`config.mk`:
```
export PLATFORM = sky130hd
export DESIGN_NAME = fpu_result_buffer
export DESIGN_NICKNAME = d
export VERILOG_FILES = /design/src/rtl/fpu_result_buffer_pkg.sv /design/src/rtl/fpu_result_buffer_fifo.sv /design/src/rtl/fpu_result_buffer.sv
export SDC_FILE = /design/constraint.sdc
export NUM_CORES = 1
export LEC_CHECK = 0
export CAP_MARGIN = 0
export CORE_UTILIZATION = 50
export DETAILED_ROUTE_END_ITERATION = 10
export PLACE_DENSITY = 0.84
export SYNTH_ARGS = -nofsm -noshare
export SYNTH_HDL_FRONTEND = slang
export SYNTH_SLANG_ARGS = --single-unit
```
`constraint.sdc`:
```
create_clock -name clk_i -period 6.6 [get_ports clk_i]
set_clock_uncertainty 0.2 [all_clocks]
set_input_delay 0.99 -clock clk_i [delete_from_list [all_inputs] [get_ports clk_i]]
set_output_delay 0.99 -clock clk_i [all_outputs]
set_load 0.02 [all_outputs]
```
`src/rtl/fpu_result_buffer_pkg.sv`:
```
// Shared types for the FPU result buffer: exception payload, writeback entry and FPU config.
package fpu_result_buffer_pkg;

  localparam int unsigned TRANS_ID_BITS = 4;
  localparam int unsigned FLEN          = 64;
  localparam bit          FP_PRESENT    = 1'b1;

  typedef struct packed {
    logic [63:0] cause;
    logic [63:0] tval;
    logic        valid;
  } exception_t;

  typedef struct packed {
    logic [TRANS_ID_BITS-1:0] trans_id;
    logic [FLEN-1:0]          result;
    exception_t               ex;
  } fpu_wb_entry_t;

endpackage

```
`src/rtl/fpu_result_buffer_fifo.sv`:
```
// In-order result storage: DEPTH registered entries with wrapping pointers and occupancy count.
module fpu_result_fifo
  import fpu_result_buffer_pkg::*;
#(
  parameter  int unsigned DEPTH = 4,
  localparam int unsigned CNT_W = $clog2(DEPTH) + 1
) (
  input  logic               clk_i,
  input  logic               rst_ni,
  input  logic               flush_i,
  input  logic               push_i,
  input  logic               pop_i,
  input  fpu_wb_entry_t      data_i,
  output fpu_wb_entry_t      data_o,
  output logic [CNT_W-1:0]   count_o,
  output logic               full_o,
  output logic               empty_o
);

  localparam int unsigned PTR_W = $clog2(DEPTH);

  fpu_wb_entry_t     mem [DEPTH];
  logic [PTR_W-1:0]  wr_ptr, rd_ptr;
  logic [CNT_W-1:0]  count;
  logic              push_ok, pop_ok;

  assign empty_o = (count == '0);
  assign full_o  = (count == CNT_W'(DEPTH));
  assign count_o = count;

  // A push into a full FIFO only lands if the head leaves in the same cycle.
  assign pop_ok  = pop_i & ~empty_o & ~flush_i;
  assign push_ok = push_i & (~full_o | pop_ok) & ~flush_i;

  assign data_o = empty_o ? '0 : mem[rd_ptr];

  always_ff @(posedge clk_i or negedge rst_ni) begin
    if (!rst_ni) begin
      wr_ptr <= '0;
      rd_ptr <= '0;
      count  <= '0;
    end else if (flush_i) begin
      wr_ptr <= '0;
      rd_ptr <= '0;
      count  <= '0;
    end else begin
      if (push_ok) wr_ptr <= wr_ptr + PTR_W'(1);
      if (pop_ok)  rd_ptr <= rd_ptr + PTR_W'(1);
      if (push_ok && !pop_ok)      count <= count + CNT_W'(1);
      else if (!push_ok && pop_ok) count <= count - CNT_W'(1);
    end
  end

  // Payload storage carries no reset; unread entries are masked by empty_o.
  always_ff @(posedge clk_i) begin
    if (push_ok) mem[wr_ptr] <= data_i;
  end

endmodule

```
`src/rtl/fpu_result_buffer.sv`:
```
// FPU result buffer: captures FPU result beats, drains them in order to FP writeback, issues credits.
// Optional macro FPU_RESULT_BYPASS_EN presents a beat arriving at an empty buffer on wb_* in the same cycle.
module fpu_result_buffer
  import fpu_result_buffer_pkg::*;
#(
  parameter  int unsigned DEPTH = 4,
  localparam int unsigned CNT_W = $clog2(DEPTH) + 1
) (
  input  logic                     clk_i,
  input  logic                     rst_ni,
  input  logic                     flush_i,
  input  logic                     fpu_issue_i,
  output logic                     fpu_credit_o,
  input  logic                     fpu_valid_i,
  input  logic [TRANS_ID_BITS-1:0] fpu_trans_id_i,
  input  logic [FLEN-1:0]          fpu_result_i,
  input  exception_t               fpu_exception_i,
  output logic                     wb_valid_o,
  input  logic                     wb_ready_i,
  output logic [TRANS_ID_BITS-1:0] wb_trans_id_o,
  output logic [FLEN-1:0]          wb_result_o,
  output exception_t               wb_exception_o,
  output logic                     err_o
);

  if (FP_PRESENT) begin : gen_fp
    localparam logic [CNT_W-1:0] INFLIGHT_MAX = '1;

    fpu_wb_entry_t     in_entry, head, out_entry;
    logic [CNT_W-1:0]  inflight_q, inflight_d, count;
    logic [CNT_W:0]    occupancy;
    logic              full, empty, bypass, push, pop;
    logic              overflow, unsolicited, bad_issue, err_q;

    assign in_entry = '{trans_id: fpu_trans_id_i, result: fpu_result_i, ex: fpu_exception_i};

`ifdef FPU_RESULT_BYPASS_EN
    assign bypass = empty & fpu_valid_i & ~flush_i;
`else
    assign bypass = 1'b0;
`endif

    assign out_entry      = bypass ? in_entry : head;
    assign wb_valid_o     = ~empty | bypass;
    assign wb_trans_id_o  = out_entry.trans_id;
    assign wb_result_o    = out_entry.result;
    assign wb_exception_o = out_entry.ex;

    // A bypassed beat that is accepted right away never occupies storage.
    assign pop  = ~empty & wb_ready_i & ~flush_i;
    assign push = fpu_valid_i & ~(bypass & wb_ready_i) & ~flush_i;

    fpu_result_fifo #(.DEPTH(DEPTH)) i_fifo (
      .clk_i   (clk_i),
      .rst_ni  (rst_ni),
      .flush_i (flush_i),
      .push_i  (push),
      .pop_i   (pop),
      .data_i  (in_entry),
      .data_o  (head),
      .count_o (count),
      .full_o  (full),
      .empty_o (empty)
    );

    // Credit depends on registered state only, so there is no input-to-credit path.
    assign occupancy    = {1'b0, inflight_q} + {1'b0, count};
    assign fpu_credit_o = occupancy < (CNT_W+1)'(DEPTH);

    assign overflow    = push & full & ~pop;
    assign unsolicited = fpu_valid_i & (inflight_q == '0) & ~fpu_issue_i;
    assign bad_issue   = fpu_issue_i & ~fpu_credit_o;

    always_comb begin
      inflight_d = inflight_q;
      if (fpu_issue_i && !fpu_valid_i) begin
        if (inflight_q != INFLIGHT_MAX) inflight_d = inflight_q + CNT_W'(1);
      end else if (fpu_valid_i && !fpu_issue_i) begin
        if (inflight_q != '0) inflight_d = inflight_q - CNT_W'(1);
      end
    end

    always_ff @(posedge clk_i or negedge rst_ni) begin
      if (!rst_ni) begin
        inflight_q <= '0;
        err_q      <= 1'b0;
      end else if (flush_i) begin
        inflight_q <= '0;
      end else begin
        inflight_q <= inflight_d;
        if (overflow || unsolicited || bad_issue) err_q <= 1'b1;
      end
    end

    assign err_o = err_q;
  end else begin : gen_no_fp
    assign fpu_credit_o   = 1'b1;
    assign wb_valid_o     = 1'b0;
    assign wb_trans_id_o  = '0;
    assign wb_result_o    = '0;
    assign wb_exception_o = '0;
    assign err_o          = 1'b0;
  end

endmodule

```
# After elaboration in Yosys (flattened, before gate mapping)
# Memories as Yosys holds them, arrays and structs flattened.
# Index checks and enable logic that the tools add are counted.
word_totals:
  output_inout_bits: 200
  input_bits: 203
  mem_bits_rw: 788
  mem_count: 1
  register_bits: 11
classes:
  n_reduce_logical: 20
  add_sub_neg: 7
  n_lt_le_gt_ge: 1
  n_mux: 15
  bitwise: 19
  n_eq_ne: 3
mem_list:
  columns: ["memory", "depth", "word_bits", "read_ports", "rd_clocked_by_memory_dff", "wr", "line_no", "text"]
  rows:
  - ["gen_fp.i_fifo.mem", 4, 197, 1, 0, 1, "fpu_result_buffer_fifo.sv:22", "fpu_wb_entry_t mem [DEPTH];"]
op_table:
  columns: ["op", "count"]
  rows:
  - ["two-way mux 197 bit", 1]
  - ["two-way mux 3 bit", 8]
  - ["bitwise AND 1 bit", 12]
  - ["nonzero test 3 bit", 4]
  - ["two-way mux 2 bit", 4]
  - ["adder 3 x 1 -> 3 bit (second input constant)", 2]
  - ["logical NOT 3 bit", 2]
  - ["inverter 1 bit", 6]
  - ["subtractor 3 x 1 -> 3 bit (second input constant)", 2]
  - ["adder 2 x 1 -> 2 bit (second input constant)", 2]
  - ["adder 3 x 3 -> 4 bit", 1]
  - ["logical AND 1 bit", 4]
  - ["logical NOT 1 bit", 4]
  - ["less-than comparator 4 x 3 -> 1 bit (second input constant)", 1]
  - ["nonzero test 2 bit", 2]
  - ["equality test 3 bit (second input constant)", 1]
  - ["inequality test 3 x 2 -> 1 bit (second input constant)", 1]
  - ["inequality test 3 bit (second input constant)", 1]
  - ["AND reduction 3 bit", 1]
  - ["logical OR 1 bit", 2]
  - ["two-way mux 1 bit", 2]
  - ["AND reduction 2 bit", 1]
  - ["bitwise OR 1 bit", 1]

# Depth between registers and ports, before layout
logic_depth:
  ltp_word: 14
  depth_mapped: 7
  mapped_depth_nobuf: 7

# Modules after synthesis
# Synthesis repeated with hierarchy kept, for this count alone.
hier_totals:
  hier_cells: 1362
  hier_area_um2: 30704.4
modules_own_cells:
  columns: ["mod", "seq_area_each_um2", "area_per_inst_um2", "n_inst", "cells_each"]
  rows:
  - ["fpu_result_fifo", 23837.9, 30254.0, 1, 1308]
  - ["fpu_result_buffer", 100.1, 450.4, 1, 54]

# Worst setup path after synthesis
# Ideal clock, no wire load.
synth_path:
  path_kind: "input to register"
  start: "in flush_i"
  end: "mem gen_fp.i_fifo.mem[1][0] (netlist bit), enable pin"
  slack_ns: -0.079
  n_path_buf: 0
  arrival_time_ns: 5.897
  cell_stages: 3
  setup_time_ns: 0.582
  t_required_ns: 5.818
  path_cell_list: "nand2b_1 nor2_1 and2_1"
synth_via:
  elab_chain_len: 9
  word_cells_on_any_way: 10
  cone_classes: "mux (2); bitwise (8)"
synth_rtl:
  columns: ["element", "line_no", "text"]
  rows:
  - ["start: declaration", "fpu_result_buffer.sv:11", "input logic flush_i,"]
  - ["inverter 1 bit (no source line) *", null, null]
  - ["bitwise AND 1 bit", "fpu_result_buffer.sv:50", "assign pop = ~empty & wb_ready_i & ~flush_i;"]
  - ["bitwise AND 1 bit (2 in a row)", "fpu_result_buffer_fifo.sv:32", "assign pop_ok = pop_i & ~empty_o & ~flush_i;"]
  - ["bitwise OR 1 bit", "fpu_result_buffer_fifo.sv:33", "assign push_ok = push_i & (~full_o | pop_ok) & ~flush_i;"]
  - ["bitwise AND 1 bit", "fpu_result_buffer_fifo.sv:33", null]
  - ["bitwise AND 1 bit *", "fpu_result_buffer_fifo.sv:33", null]
  - ["two-way mux 1 bit *", "fpu_result_buffer_fifo.sv:56", "if (push_ok) mem[wr_ptr] <= data_i;"]
  - ["two-way mux 1 bit (implied by the code) *", "fpu_result_buffer_fifo.sv:56", null]
  - ["end: declaration", "fpu_result_buffer_fifo.sv:22", null]
# Mark *: on every way between the ends. The rest lies on a longest branch, timed or not.

==> results.toml <==
[floorplan]
initial_core_util_pct = 50.6
core.rowCount = 90
die_width_um = 249
core_area_mm2 = 0.0604
io_pins = 403
dieHeight_um = 249
design.die.area_mm2 = 0.0621

[worst_setup_path]
cp_slowest_cell = "dfrtp_4"
cp_max_fo = 56
end_kind = "output port"
start_kind = "flop"
crit_cells = 4
crit_family = "flip-flops"
r2r_cells = 4
crit_chain = "buf_12 > mux4_2 > and2_1 > clkdlybuf4s50_1"
worstSetupPathType = "reg2out"
crit_arrival_ns = 3.55
critPathBufInv = 2
crit_required_ns = 5.41
slowest_delay_ns = 1.02

[drt]
ant_nets = 0
vias = 14800
drc = 0
viasPerCell = 5.63
routedWlPerCell_um = 24.2
wl_um = 63500
drt_first_pass_iters = 5
drt-initial-drc-count = 1198

[synth]
syn_area_per_cell_um2 = 22.8
syn_inst = 1342
ys_warn_count = 0
yosys.area.top_type = "edfxtp_1"
syn_nets = 1553
async_flop_share_pct = 1.38
synth_ff_type = "edfxtp_1"
synth_edf_count = 788
ys_ff_latch = 799
ys_seq_area_share_pct = 78.4
synth_cell_type_count = 37
syn_area_mm2 = 0.0305
yosys-top-cells-area = "edfxtp_1 77%, mux4_2 15%, and2_1 4.1%"
synth_top_area_share_pct = 77.5

[clock_network]
cts_tree = "yes"
cts_setup_buffers = 0
clk_latency_ns = 0.60
cts_buffers = 80
h-tree-depth = 3
root_buffer = "clkbuf_16"
cts_buffer_depth = 3
clkTransAtPathRegs_ns = 0.06
cts.sinks = 799
ctsResizeCount = 0
hold_buffers = 0

[global_route]
grt_pass1_wl_um = 95100
antenna_found_initial = 14
overflow = 0
track_usage_pct = 20.5
grt_pass1_vias = 15500
grt_max_degree = 115

[min_path]
hold_class = "reg2reg"
whs_path_depth = 1

[sta]
setup_viol = 0
min_period_ns = 4.74
fin_tns_setup_ns = 0
tightest_slew_ns = 1.05
fin_crit_sh_pct = 71.9
finalMaxSlewViolations = 0
fmax_mhz = 211
max-slew-margin-rel_pct = 29.7
rsz0062_at_grt = "no"
holdWs_ns = 0.267
hold_viol_final = 0

[cells_and_area]
layout-area-overhead-vs-synth_pct = 24.5
layout.nets = 1988
final_layout_size_suffix_gt1_share_pct = 18.1

[power]
ir_worst_vdd_mv = 0.362
powerDensity_mw_per_mm2 = 418
p_leak_nw = 12.0

[place]
gp_congestion = 0.793
port_buffers = 402
dp_hpwl_um = 37300

[status]
status = "finished, final reports clean"

[run]
max_cap_viol_count = 0
==> synth_stat cells (4+ instances only) <==
| library cell | instances |
|---|---|
| clkbuf_1 | 27 |
| or3_1 | 5 |
| and2_1 | 202 |
| inv_1 | 7 |
| xnor2_1 | 4 |
| nor2b_1 | 4 |
| nand2_1 | 4 |
| nor2_1 | 11 |
| edfxtp_1 | 788 |
| mux4_2 | 197 |
| ha_1 | 6 |
| buf_2 | 25 |
| dfrtp_1 | 11 |
| buf_6 | 15 |
==> layout make-up <==
class                   count  area, µm²
clock inverters            40        438
repair buffers            422       4340
clock buffers             100       2100
diodes                      6       15.0
inverters                   7       26.3
flip-flops and latches    799      23900
multi-input cells         467       6190
fillers                  3927      22300
well taps                 782        978
==> kinds of logic (layout without fill, tap and decap cells) <==
logic type      Yosys count  in the layout  synth area share (%)
flops                   799            799                  78.4
simple gates            238            238                  4.76
mux                     197            197                  14.5
buf+inv                  76            569                  1.41
compound gates           18             18                 0.393
fa+ha+maj                 8              8                 0.377
xor+xnor                  6              6                 0.172
other cells               0              6                     0
==> state kept, by name, indices dropped and copies added, names as in the netlist <==
signal	flops
gen_fp.i_fifo.mem	788
gen_fp.i_fifo.count_o	3
gen_fp.inflight_q	3
gen_fp.i_fifo.rd_ptr	2
gen_fp.i_fifo.wr_ptr	2
err_o	1
==> report_power, final <==
part           leakage (nW)  internal, W  switching [W]
Sequential             7.29      0.00585       0.000172
Clock                  1.23      0.00260        0.00179
Combinational          3.44      0.00271        0.00277
Total                  12.0       0.0112        0.00474
==> final timing paths <==
path	startpoint	end	slack, ns
setup / recovery	gen_fp.i_fifo.rd_ptr[0]$_DFFE_PN0P_	wb_exception_o[75]	1.86
hold / removal	err_o$_DFFE_PN0P_	err_o$_DFFE_PN0P_	0.27
setup reg to reg	gen_fp.i_fifo.count_o[2]$_DFFE_PN0P_	gen_fp.i_fifo.mem[0][20]$_DFFE_PP_	3.56
hold reg to reg	err_o$_DFFE_PN0P_	err_o$_DFFE_PN0P_	0.27
max in group asynchronous	rst_ni	gen_fp.i_fifo.rd_ptr[0]$_DFFE_PN0P_	5.28
min in group asynchronous	rst_ni	gen_fp.i_fifo.count_o[2]$_DFFE_PN0P_	0.53
==> cells in the final DEF, fill, tap and decap left out, types with 3 or more instances in the layout <==
cell type	instances
clkbuf_1	18
clkinv_2	9
a21oi_1	3
ha_1	6
nor2_1	11
clkbuf_16	80
and2_1	198
mux4_2	197
nor2b_1	4
o21ai_0	3
clkinv_1	15
inv_1	7
bufinv_16	9
inv_6	3
xnor2_1	4
dfrtp_1	9
buf_4	7
and2_4	4
diode_2	6
clkdlybuf4s50_1	402
edfxtp_1	788
buf_12	13
nand2_1	4
or3_1	4
a211oi_1	3
a31oi_1	3
==> layer usage <==
layer / global-route usage, % / wire, µm / up-vias
met1: 26.8 / 24400 / 7633
met2: 33.6 / 32100 / 641
li1: - / - / 6370
met3: 5.69 / 5500 / 114
met4: 6.49 / 1330 / 18
met5: 0 / 117 / -
==> metrics by stage <==
step	power (W)	cell area (µm²)	instances	util (%)	worst slack [ns]
2_1_floorplan	0.00929	30500	1342	-	2.13
3_3_place_gp	0.0116	35500	2477	58.8	2.33
3_5_place_dp	0.0116	35500	2477	58.8	2.27
4_1_cts	0.0160	38000	2617	63.0	1.74
5_1_grt	0.0165	38000	2619	63.0	1.60
6_report	0.0159	38000	2623	63.0	1.86
No activity file was read; power rests on OpenSTA's default activity.
